[config.mk]
export PLATFORM = sky130hd
export DESIGN_NAME = rand_delay_timer
export DESIGN_NICKNAME = d
export VERILOG_FILES = /design/src/rtl/rand_delay_pkg.sv /design/src/rtl/rand_delay_timer_prescaler.sv /design/src/rtl/rand_delay_timer.sv
export SDC_FILE = /design/constraint.sdc
export NUM_CORES = 1
export LEC_CHECK = 0
export ABC_CLOCK_PERIOD_IN_PS = 4200
export CELL_PAD_IN_SITES_DETAIL_PLACEMENT = 1
export CELL_PAD_IN_SITES_GLOBAL_PLACEMENT = 2
export CORE_ASPECT_RATIO = 1.4
export CORE_MARGIN = 2
export CORE_UTILIZATION = 42
export CTS_CLUSTER_DIAMETER = 100
export DETAILED_ROUTE_END_ITERATION = 8
export DONT_BUFFER_PORTS = 1
export GPL_TIMING_DRIVEN = 0
export HOLD_SLACK_MARGIN = 0.15
export PLACE_DENSITY = 0.87
export SETUP_SLACK_MARGIN = 0.15
export SLEW_MARGIN = 20
export SYNTH_ARGS = -nofsm -noshare
export SYNTH_HDL_FRONTEND = slang
export SYNTH_HIERARCHICAL = 1
export SYNTH_SLANG_ARGS = --single-unit
[constraint.sdc]
create_clock -name clk -period 4.2 [get_ports clk]
set_input_delay 0.42 -clock clk [delete_from_list [all_inputs] [get_ports clk]]
set_output_delay 0.42 -clock clk [all_outputs]
set_load 0.01 [all_outputs]
[src/rtl/rand_delay_pkg.sv]
// Shared types and helpers for the random-delay timer.
// Holds the FSM state encoding and the prescaler width calculation.
package rand_delay_pkg;

  typedef enum logic [1:0] {
    IDLE  = 2'd0,
    COUNT = 2'd1,
    DONE  = 2'd2
  } state_e;

  // A PRESCALE of 1 still needs a 1-bit counter to stay legal.
  function automatic int unsigned prescale_width(input int unsigned p);
    return (p < 2) ? 1 : $clog2(p);
  endfunction

endpackage

[src/rtl/rand_delay_timer_prescaler.sv]
// Tick prescaler: counts 0..PRESCALE-1 while enabled and flags each wrap.
// The tick is high during the cycle whose closing edge performs the wrap.
module tick_prescaler
  import rand_delay_pkg::*;
#(
  parameter int PRESCALE = 50000
) (
  input  logic clk,
  input  logic reset_n,
  input  logic clear,
  input  logic enable,
  output logic tick
);

  localparam int W = prescale_width(PRESCALE);
  localparam logic [W-1:0] LAST = W'(PRESCALE - 1);

  logic [W-1:0] cnt_q, cnt_d;

  always_comb begin
    cnt_d = cnt_q;
    if (clear) begin
      cnt_d = '0;
    end else if (enable) begin
      cnt_d = (cnt_q == LAST) ? '0 : cnt_q + 1'b1;
    end
  end

  always_ff @(posedge clk or negedge reset_n) begin
    if (!reset_n) begin
      cnt_q <= '0;
    end else begin
      cnt_q <= cnt_d;
    end
  end

  assign tick = enable && !clear && (cnt_q == LAST);

endmodule

[src/rtl/rand_delay_timer.sv]
// Random-delay timer: on start, waits (MIN_TICKS + lfsr_value) prescaled ticks
// and then emits a one-cycle done pulse. All outputs come straight from flops.
module rand_delay_timer
  import rand_delay_pkg::*;
#(
  parameter int B         = 6,
  parameter int PRESCALE  = 50000,
  parameter int MIN_TICKS = 4
) (
  input  logic         clk,
  input  logic         reset_n,
  input  logic [B-1:0] lfsr_value,
  input  logic         start,
  input  logic         cancel,
  output logic         busy,
  output logic         done,
  output logic [B:0]   delay_ticks,
  output logic [B:0]   remaining
);

  localparam logic [B:0] MIN_T = MIN_TICKS[B:0];
  localparam logic [B:0] ONE   = {{B{1'b0}}, 1'b1};

  state_e     state_q, state_d;
  logic [B:0] delay_q, delay_d;
  logic [B:0] rem_q, rem_d;
  logic       busy_q, done_q;
  logic       tick;

  tick_prescaler #(
    .PRESCALE(PRESCALE)
  ) u_prescaler (
    .clk    (clk),
    .reset_n(reset_n),
    .clear  (state_q != COUNT),
    .enable (state_q == COUNT),
    .tick   (tick)
  );

  always_comb begin
    state_d = state_q;
    delay_d = delay_q;
    rem_d   = rem_q;
    case (state_q)
      IDLE: begin
        if (start && !cancel) begin
          // B+1 bits always hold MIN_TICKS + lfsr_value without overflow.
          delay_d = MIN_T + {1'b0, lfsr_value};
          rem_d   = MIN_T + {1'b0, lfsr_value};
          state_d = COUNT;
        end
      end
      COUNT: begin
        if (cancel) begin
          state_d = IDLE;
        end else if (tick) begin
          rem_d = rem_q - ONE;
          if (rem_q == ONE) begin
            state_d = DONE;
          end
        end
      end
      DONE:    state_d = IDLE;
      default: state_d = IDLE;
    endcase
  end

  always_ff @(posedge clk or negedge reset_n) begin
    if (!reset_n) begin
      state_q <= IDLE;
      delay_q <= '0;
      rem_q   <= '0;
      busy_q  <= 1'b0;
      done_q  <= 1'b0;
    end else begin
      state_q <= state_d;
      delay_q <= delay_d;
      rem_q   <= rem_d;
      busy_q  <= (state_d != IDLE);
      done_q  <= (state_d == DONE);
    end
  end

  assign busy        = busy_q;
  assign done        = done_q;
  assign delay_ticks = delay_q;
  assign remaining   = rem_q;

endmodule

# Yosys cells after proc, flatten, opt, wreduce, memory -nomap -nowiden
# Cells that the tools add are included.
[word_totals]
reg_bits = 34
in_bits = 10
output_inout_bits = 16
[op_classes]
eq_ne = 8
n_mux = 12
n_reduce_logical = 11
addsub = 3
[ops]
columns = ["op", "count"]
rows = [
  ["$mux 16", 3],
  ["$mux 7", 3],
  ["$add 16x1->16 const B", 1],
  ["$eq 16x16->1 const B", 1],
  ["$pmux 7 s2", 1],
  ["$mux 2", 4],
  ["$add 3x6->7 const A", 1],
  ["$eq 7x1->1 const B", 1],
  ["$sub 7x1->7 const B", 1],
  ["$ne 2x2->1 const B", 3],
  ["$reduce_bool 2->1", 3],
  ["$pmux 2 s2", 1],
  ["$reduce_and 4->1", 1],
  ["$logic_and 1x1->1", 3],
  ["$eq 2x1->1 const B", 1],
  ["$eq 2x2->1 const B", 1],
  ["$logic_not 1->1", 2],
  ["$logic_not 2->1", 1],
  ["$ne 2x1->1 const B", 1],
  ["$reduce_and 2->1", 1],
]

# Depth between registers and ports, before layout
# Gate-level depths: netlist of the first run.
[depth]
depth_word = 8
depth_mapped = 9
depth_no_buf = 8

# Modules after synthesis
# Netlist of the first run, hierarchy kept.
[by_module_without_submodules]
columns = ["mod", "cells_each", "seq_area_each_um2", "instances", "area_per_inst_um2"]
rows = [
  ["tick_prescaler", 103, 400.4, 1, 977.2],
  ["rand_delay_timer", 92, 450.4, 1, 945.9],
]

# Worst setup path before layout of the first run
# Ideal clock, no wire load.
[synth_timing]
path_kind = "register -> register"
from = "reg state_q[1]"
to = "reg rem_q[5] (netlist: remaining[5])"
path_slack_ns = 1.929
required_ns = 4.074
setup_time_ns = 0.126
synth_period_minus_slack_ns = 2.271
path_stages_with_launch = 10
arrival_time_ns = 2.145
cell_sequence = "dfrtp_1 -> nand2b_1 -> buf_6 -> buf_2 -> or2b_4 -> nor2_1 -> nand2_1 -> a211oi_4 -> o21ai_0 -> a221o_1"
[synth_via]
elab_chain_cells = 6
[synth_rtl]
columns = ["item", "line", "rtl"]
rows = [
  ["start: declaration", "rand_delay_timer.sv:24", "state_e state_q, state_d;"],
  ["start signal: assignment", "rand_delay_timer.sv:76", "state_q <= state_d;"],
  ["$ne 2x1->1", "rand_delay_timer.sv:35", ".clear (state_q != COUNT),"],
  ["$logic_not 1->1", "rand_delay_timer_prescaler.sv:37", "assign tick = enable && !clear && (cnt_q == LAST);"],
  ["$logic_and 1x1->1 (*) (2 in series)", "rand_delay_timer_prescaler.sv:37", ""],
  ["named net tick", "rand_delay_timer.sv:28", "logic tick;"],
  ["$ne 2x2->1 (no line) (*)", "-", ""],
  ["$reduce_and 4->1 (no line) (*)", "-", ""],
  ["end signal: assignment", "rand_delay_timer.sv:78", "rem_q <= rem_d;"],
  ["end: declaration", "rand_delay_timer.sv:26", "logic [B:0] rem_q, rem_d;"],
]
# The timed path passes the listed nets; every way through them passes the cells marked *.
# A chain may end at the register's enable or synchronous reset.

# Worst setup path in the final report of the first run
# Same ends and word-level chain as after synthesis.

==> results of run 1 <==
## layout make-up
cell class | count | share of cell area
flip-flops and latches | 34 | 0.398
clock inverters | 1 | 0.0141
clock buffers | 7 | 0.0357
repair buffers | 2 | 0.0141
well taps | 62 | 0.0363
multi-input cells | 149 | 0.466
inverters | 5 | 0.00878
plain buffers | 7 | 0.0269
## cell usage after synthesis (2+ instances only)
| cell type | instances | share of area |
|---|---|---|
| or4_1 | 4 | 0.016 |
| dfrtp_1 | 34 | 0.44 |
| nor3_1 | 9 | 0.023 |
| ha_1 | 4 | 0.026 |
| buf_4 | 2 | 0.0078 |
| nand4_1 | 7 | 0.023 |
| o21ai_0 | 18 | 0.047 |
| nand3_1 | 9 | 0.023 |
| mux2_4 | 2 | 0.016 |
| or3_1 | 3 | 0.0098 |
| a21oi_1 | 7 | 0.018 |
| a41oi_1 | 2 | 0.0091 |
| buf_6 | 3 | 0.018 |
| a221o_1 | 3 | 0.016 |
| o211ai_1 | 3 | 0.012 |
| nand2_1 | 24 | 0.047 |
| a21o_1 | 4 | 0.016 |
| nor2_1 | 12 | 0.023 |
| a31oi_1 | 8 | 0.026 |
| and3_1 | 3 | 0.0098 |
| inv_1 | 4 | 0.0078 |
## metal layers
metal	global-route usage	up-vias
met1	0.259	809
met5	0	-
li1	-	756
met3	0.0496	11
met4	0.0692	0
met2	0.405	32
## worst min-delay path by stage
stage                                              endpoint  slack [ns]  cells past startpoint
after global routing             delay_ticks[0]$_DFFE_PN0P_        0.25                      2
final                            delay_ticks[0]$_DFFE_PN0P_        0.25                      2
after floorplan                              busy$_DFF_PN0_        0.12                      0
after detailed placement  u_prescaler/cnt_q[15]$_DFFE_PN0P_        0.13                      0
after global placement    u_prescaler/cnt_q[15]$_DFFE_PN0P_        0.13                      0
after CTS                        delay_ticks[0]$_DFFE_PN0P_        0.24                      2
## state kept, by name, indices dropped and copies added (netlist names)
signal,flops
done,1
delay_ticks,7
busy,1
state_q,2
remaining,7
u_prescaler/cnt_q,16
## power by group through the flow
stage	Combinational [mW]	Sequential (mW)	Clock [mW]
floorplan	0.114	0.416	0
global placement	0.135	0.428	0
detailed placement	0.143	0.431	0
CTS	0.153	0.425	0.308
global route	0.173	0.431	0.321
finish	0.151	0.423	0.301
## cell families after synthesis
logic type | Yosys count | synth area share
AO/OA/AOI/OAI | 54 | 0.199
multiplexers | 2 | 0.0156
adder cells (fa/ha/maj) | 4 | 0.0260
XOR/XNOR | 2 | 0.00911
buffers and inverters | 12 | 0.0397
AND/OR/NAND/NOR | 87 | 0.268
flip-flops | 34 | 0.442
==> run metrics, run 1 <==
register area share after synthesis=0.442; Combinational Power Share=0.173; Syn Nets=approximately 210; Hold Path Class=in2reg; critical path depth in cells=9; Num CTS Buffers=5; antenna fix cells=0; Crit Path Class=reg2reg; met1 WL=~1.9 mm; met3 routed WL=188 um; Max FO, Critical Path=13; Synth async-reset ratio=1.00; Root Driver=clkbuf_8; Reg area=between 800 and 900 sq um; Least-Margin Pin Slew=approximately 0.76 ns; initial antenna violation count=0; Fin Setup TNS=0 ns; Cells after DPL=around 260; cell area after synthesis=slightly below 2000 sq um; Met2 Wirelength=2.94 mm; Fmax=between 0.3 and 0.4 GHz; postcts setup bufs=0; wire length per cell=roughly 19 um; final instance area=about 2100 sq um; power per cell area=approximately 410 nW/um^2; Area Overhead vs Synth=11.1%; leak pwr=approximately 0.90 nW; DR vias/cell=roughly 6.0; Worst setup endpoint=remaining[5]$_DFFE_PN0P_; share of cells above drive strength 1=0.156; worst path arrival time=2.77 ns; final hold slack=0.246 ns; most frequent cells in the layout=34 x dfrtp_1, 24 x nand2_1, 18 x o21ai_0; ANT nets after route=0; Finish-stage setup viols=0; worst r2r dst=remaining[5]$_DFFE_PN0P_; GPL Wtd Cong=between 0.7 and 0.8; total wire length=approximately 5.1 mm; fin util=0.479; routed vias=roughly 1600; #FFs+latches synth=34; first-pass GRT wire length=8.89 mm; pre-CTS setup slack=roughly 1.6 ns; DP HPWL=~3.8 mm; Setup Skew=about 0.0076 ns; Layout Cells excl Fill=267; buffers plus inverters on the worst setup path=2; GRT overflow=0; Core Rows=29; hold violation count in the final report=0; CTS Hold Bufs=2; CTS tree=done; number of flops mapped to enable cells by yosys=0; Mapped Avg Cell Area=9.86 sq um; Chip Height=approximately 84 um; max layer used=met4; # resized after CTS=0; yosys synthesis warning count=6; P_sw=270 uW; hold_sp=lfsr_value[0]; FF-to-FF setup slack=about 1.6 ns; 1st-iter DRT viols=43; RSZ-0062 raised after global routing=no; fill count=533; CP max stage delay=0.45 ns; clock network power share=0.344; worst skew pair latency=roughly 0.29 ns; Top Ports=26; DR pass1 iterations=4; slowest CP cell=dfrtp_1; Worst Setup End Kind=register; Flop pwr share=0.483; die width=around 61 um; area of the multi-input gates=around 1000 sq um; crit-path cells=nand2b_1 > buf_6 > buf_2 > or2b_4 > nor2_1 > nand2_1 > a211oi_4 > o21ai_0 > a221o_1; Yosys cell types=51; largest net degree at the start of global routing=35; nets=about 220; required time of the critical path=~4.4 ns; Reg2Reg Depth=9; final setup margin=1.61 ns; Tcrit/Tclk final=0.617; overall power=around 880 uW; vias in the first global route=between 1500 and 2000; Int Pwr=around 600 uW; crit start category=register; port bufs=0; switching part of the total=0.308; status=complete, no violations; Max clock buf depth=2; Max VDD drop=0.000299 V; Cells after Synth=between 150 and 200; htree depth=2; slew margin rel.=0.490; largest delay contributor family on the critical path=compound AO/OA/AOI/OAI gates; Initial Util=0.431; clock tree sinks=34; placed cell area=2000 sq um; max-slew violations=0; DIE AREA=~5100 sq um; Synth Flop Type=dfrtp_1; CORE AREA=between 4000 and 5000 sq um; CTS clk-pin slew, worst paths=about 0.080 ns; leading cell type in the layout, fill and taps excluded=dfrtp_1; GRT Resource Usage Total=0.228; maxcap violations=0; Critical Path Source=state_q[1]$_DFF_PN0_; worst r2r src=state_q[1]$_DFF_PN0_; fin crit period=2.59 ns; DR DRC count=0
Power figures use the tool's default switching activity.
==> run 2: changes to the inputs <==
- ABC_CLOCK_PERIOD_IN_PS: 4200 -> 2500
- CORE_UTILIZATION: 42 -> 39
- PLACE_DENSITY: 0.87 -> 0.82
- clock period: 4.2 -> 2.5 ns (I/O delays scaled with it)
==> run metrics, run 2 (synthesis results as in run 1) <==
most used cell, CP=buf_4; DR DRC count=0; fin util=0.468; final hold slack=about 0.16 ns; crit start category=register; fin crit period=about 2.3 ns; hold violation count in the final report=0; antenna fix cells=0; clock tree sinks=34; total wire length=around 5.2 mm; Crit Path Class=reg2reg; Reg2Reg Depth=8; Tcrit/Tclk final=0.909; initial antenna violation count=0; nets=roughly 230; max-slew violations=0; Initial Util=0.400; switching part of the total=0.314; max reg flops=16; Int Pwr=1.02 mW; 1st-iter DRT viols=54; Finish-stage setup viols=0; CTS clk-pin slew, worst paths=0.08 ns; vias in the first global route=1762; leak pwr=0.964 nW; leading cell type in the layout, fill and taps excluded=dfrtp_1; Worst Setup End Kind=register; Least-Margin Pin Slew=0.768 ns; worst path arrival time=between 2 and 3 ns; Top reg by flops=u_prescaler/cnt_q; Core Rows=30; most frequent cells in the layout=33 x dfrtp_1, 23 x nand2_1, 17 x o21ai_0; slew margin rel.=0.486; largest net degree at the start of global routing=35; GRT Resource Usage Total=0.207; clock network power share=0.339; Num CTS Buffers=5; required time of the critical path=~2.7 ns; CP max stage delay=around 0.51 ns; ANT nets after route=0; port bufs=0; Max VDD drop=between 0.0002 and 0.0003 V; GRT overflow=0; DIE AREA=around 5500 sq um; Area Overhead vs Synth=16.9%; first-pass GRT wire length=around 8.8 mm; Fmax=0.440 GHz; Max clock buf depth=2; RSZ-0062 raised after global routing=no; wire length per cell=between 15 and 20 um; power per cell area=~660 nW/um^2; status=complete, no violations; Fin Setup TNS=0 ns; CTS tree=done; Flop pwr share=0.478; die width=between 60 and 70 um; htree depth=2; fill count=roughly 580; Hold Path Class=in2reg; Chip Height=87.1 um; DR vias/cell=just under 6; Root Driver=clkbuf_8; DP HPWL=about 3.8 mm; Setup Skew=0.00969 ns; Max FO, Critical Path=13; P_sw=468 uW; worst hold stages=2; share of cells above drive strength 1=0.201; routed vias=about 1600; DR pass1 iterations=4; slowest CP cell=or4_1; worst skew pair latency=approximately 0.29 ns; CORE AREA=about 4800 sq um; Top Ports=26; maxcap violations=0; GPL Wtd Cong=slightly below 0.8; Combinational Power Share=0.182; crit-path cells=nand2b_1 > buf_6 > buf_4 > or2b_4 > buf_4 > a41o_4 > or4_1 > nand3_1
[run 2: cell types whose count changed in the layout (fill, tap and decap cells not counted), moves of 2 or more]
cell,previous run,this run
clkbuf_1,3,1
buf_4,2,8
dlygate4sd3_1,1,5
clkinv_2,0,2
[run 2: metal layers]
metal | vias to the layer above | track usage | part of all wire
met5 | - | 0 | 0
met2 | 34 | 0.396 | 0.56
met3 | 8 | 0.0414 | 0.035
li1 | 773 | - | -
met1 | 829 | 0.214 | 0.38
met4 | 0 | 0.0929 | 0.023
[run 2: cell type report]
| class | count | area, sq um | area share |
|---|---|---|---|
| buffer | 7 | 60.1 | 0.0267 |
| clock buffer | 5 | 68.8 | 0.0306 |
| clock inverter | 3 | 40.0 | 0.0178 |
| inverter | 5 | 18.8 | 0.00835 |
| multi-input combinational | 149 | 1020 | 0.454 |
| sequential | 34 | 852 | 0.379 |
| tap | 64 | 80.1 | 0.0356 |
| timing repair buffer | 11 | 108 | 0.0479 |
[run 2: path summary, 6_finish.rpt]
| check | startpoint | to | slack [ns] |
|---|---|---|---|
| max in group asynchronous | reset_n | state_q[1]$_DFF_PN0_ | 1.90 |
| min | lfsr_value[1] | remaining[1]$_DFFE_PN0P_ | 0.16 |
| max | state_q[1]$_DFF_PN0_ | u_prescaler/cnt_q[12]$_DFFE_PN0P_ | 0.23 |
| max reg2reg | state_q[1]$_DFF_PN0_ | u_prescaler/cnt_q[12]$_DFFE_PN0P_ | 0.23 |
| min reg2reg | u_prescaler/cnt_q[15]$_DFFE_PN0P_ | u_prescaler/cnt_q[15]$_DFFE_PN0P_ | 0.51 |
| min in group asynchronous | reset_n | remaining[1]$_DFFE_PN0P_ | 0.41 |
[run 2: per-stage QoR]
stage | power [mW] | setup slack, ns | area [sq um] | std cells
after CTS | 1.50 | 0.193 | 2220 | 275
after floorplan | 0.890 | 0.229 | 1920 | 195
after global routing | 1.56 | 0.151 | 2250 | 278
after global placement | 0.950 | -0.0292 | 2000 | 259
after detailed placement | 0.964 | -0.0885 | 2000 | 259
final | 1.49 | 0.227 | 2250 | 278
[run 2: timing repair]
| action | 4_1_cts | 5_1_grt |
|---|---|---|
| hold buffers | 6 | 0 |
| gates resized for setup | 5 | 4 |
| setup endpoints to repair | 7 | 7 |
| endpoints found under the hold margin | 39 | 0 |
| pin swaps | 1 | 3 |
| setup buffers | 2 | 3 |
[run 2: power by group through the flow]
stage | clock network [mW] | registers [mW] | logic [mW]
final | 0.506 | 0.714 | 0.272
after global placement | 0 | 0.718 | 0.231
after global routing | 0.536 | 0.724 | 0.303
after floorplan | 0 | 0.698 | 0.192
after CTS | 0.516 | 0.712 | 0.270
after detailed placement | 0 | 0.721 | 0.243
[run 2: worst max-delay path: cells and delay by family (launching register included)]
family                 cells  cell delay, ns
and+or+nand+nor            4            1.05
AOI/OAI and AO/OA          1            0.28
DFF                        1            0.41
buffers and inverters      3            0.46
==> run 3: changes to the inputs <==
- TNS_END_PERCENT: default -> 1
==> results of run 3 <==
No change in the layout: final DEF, timing and power equal those of run 2.
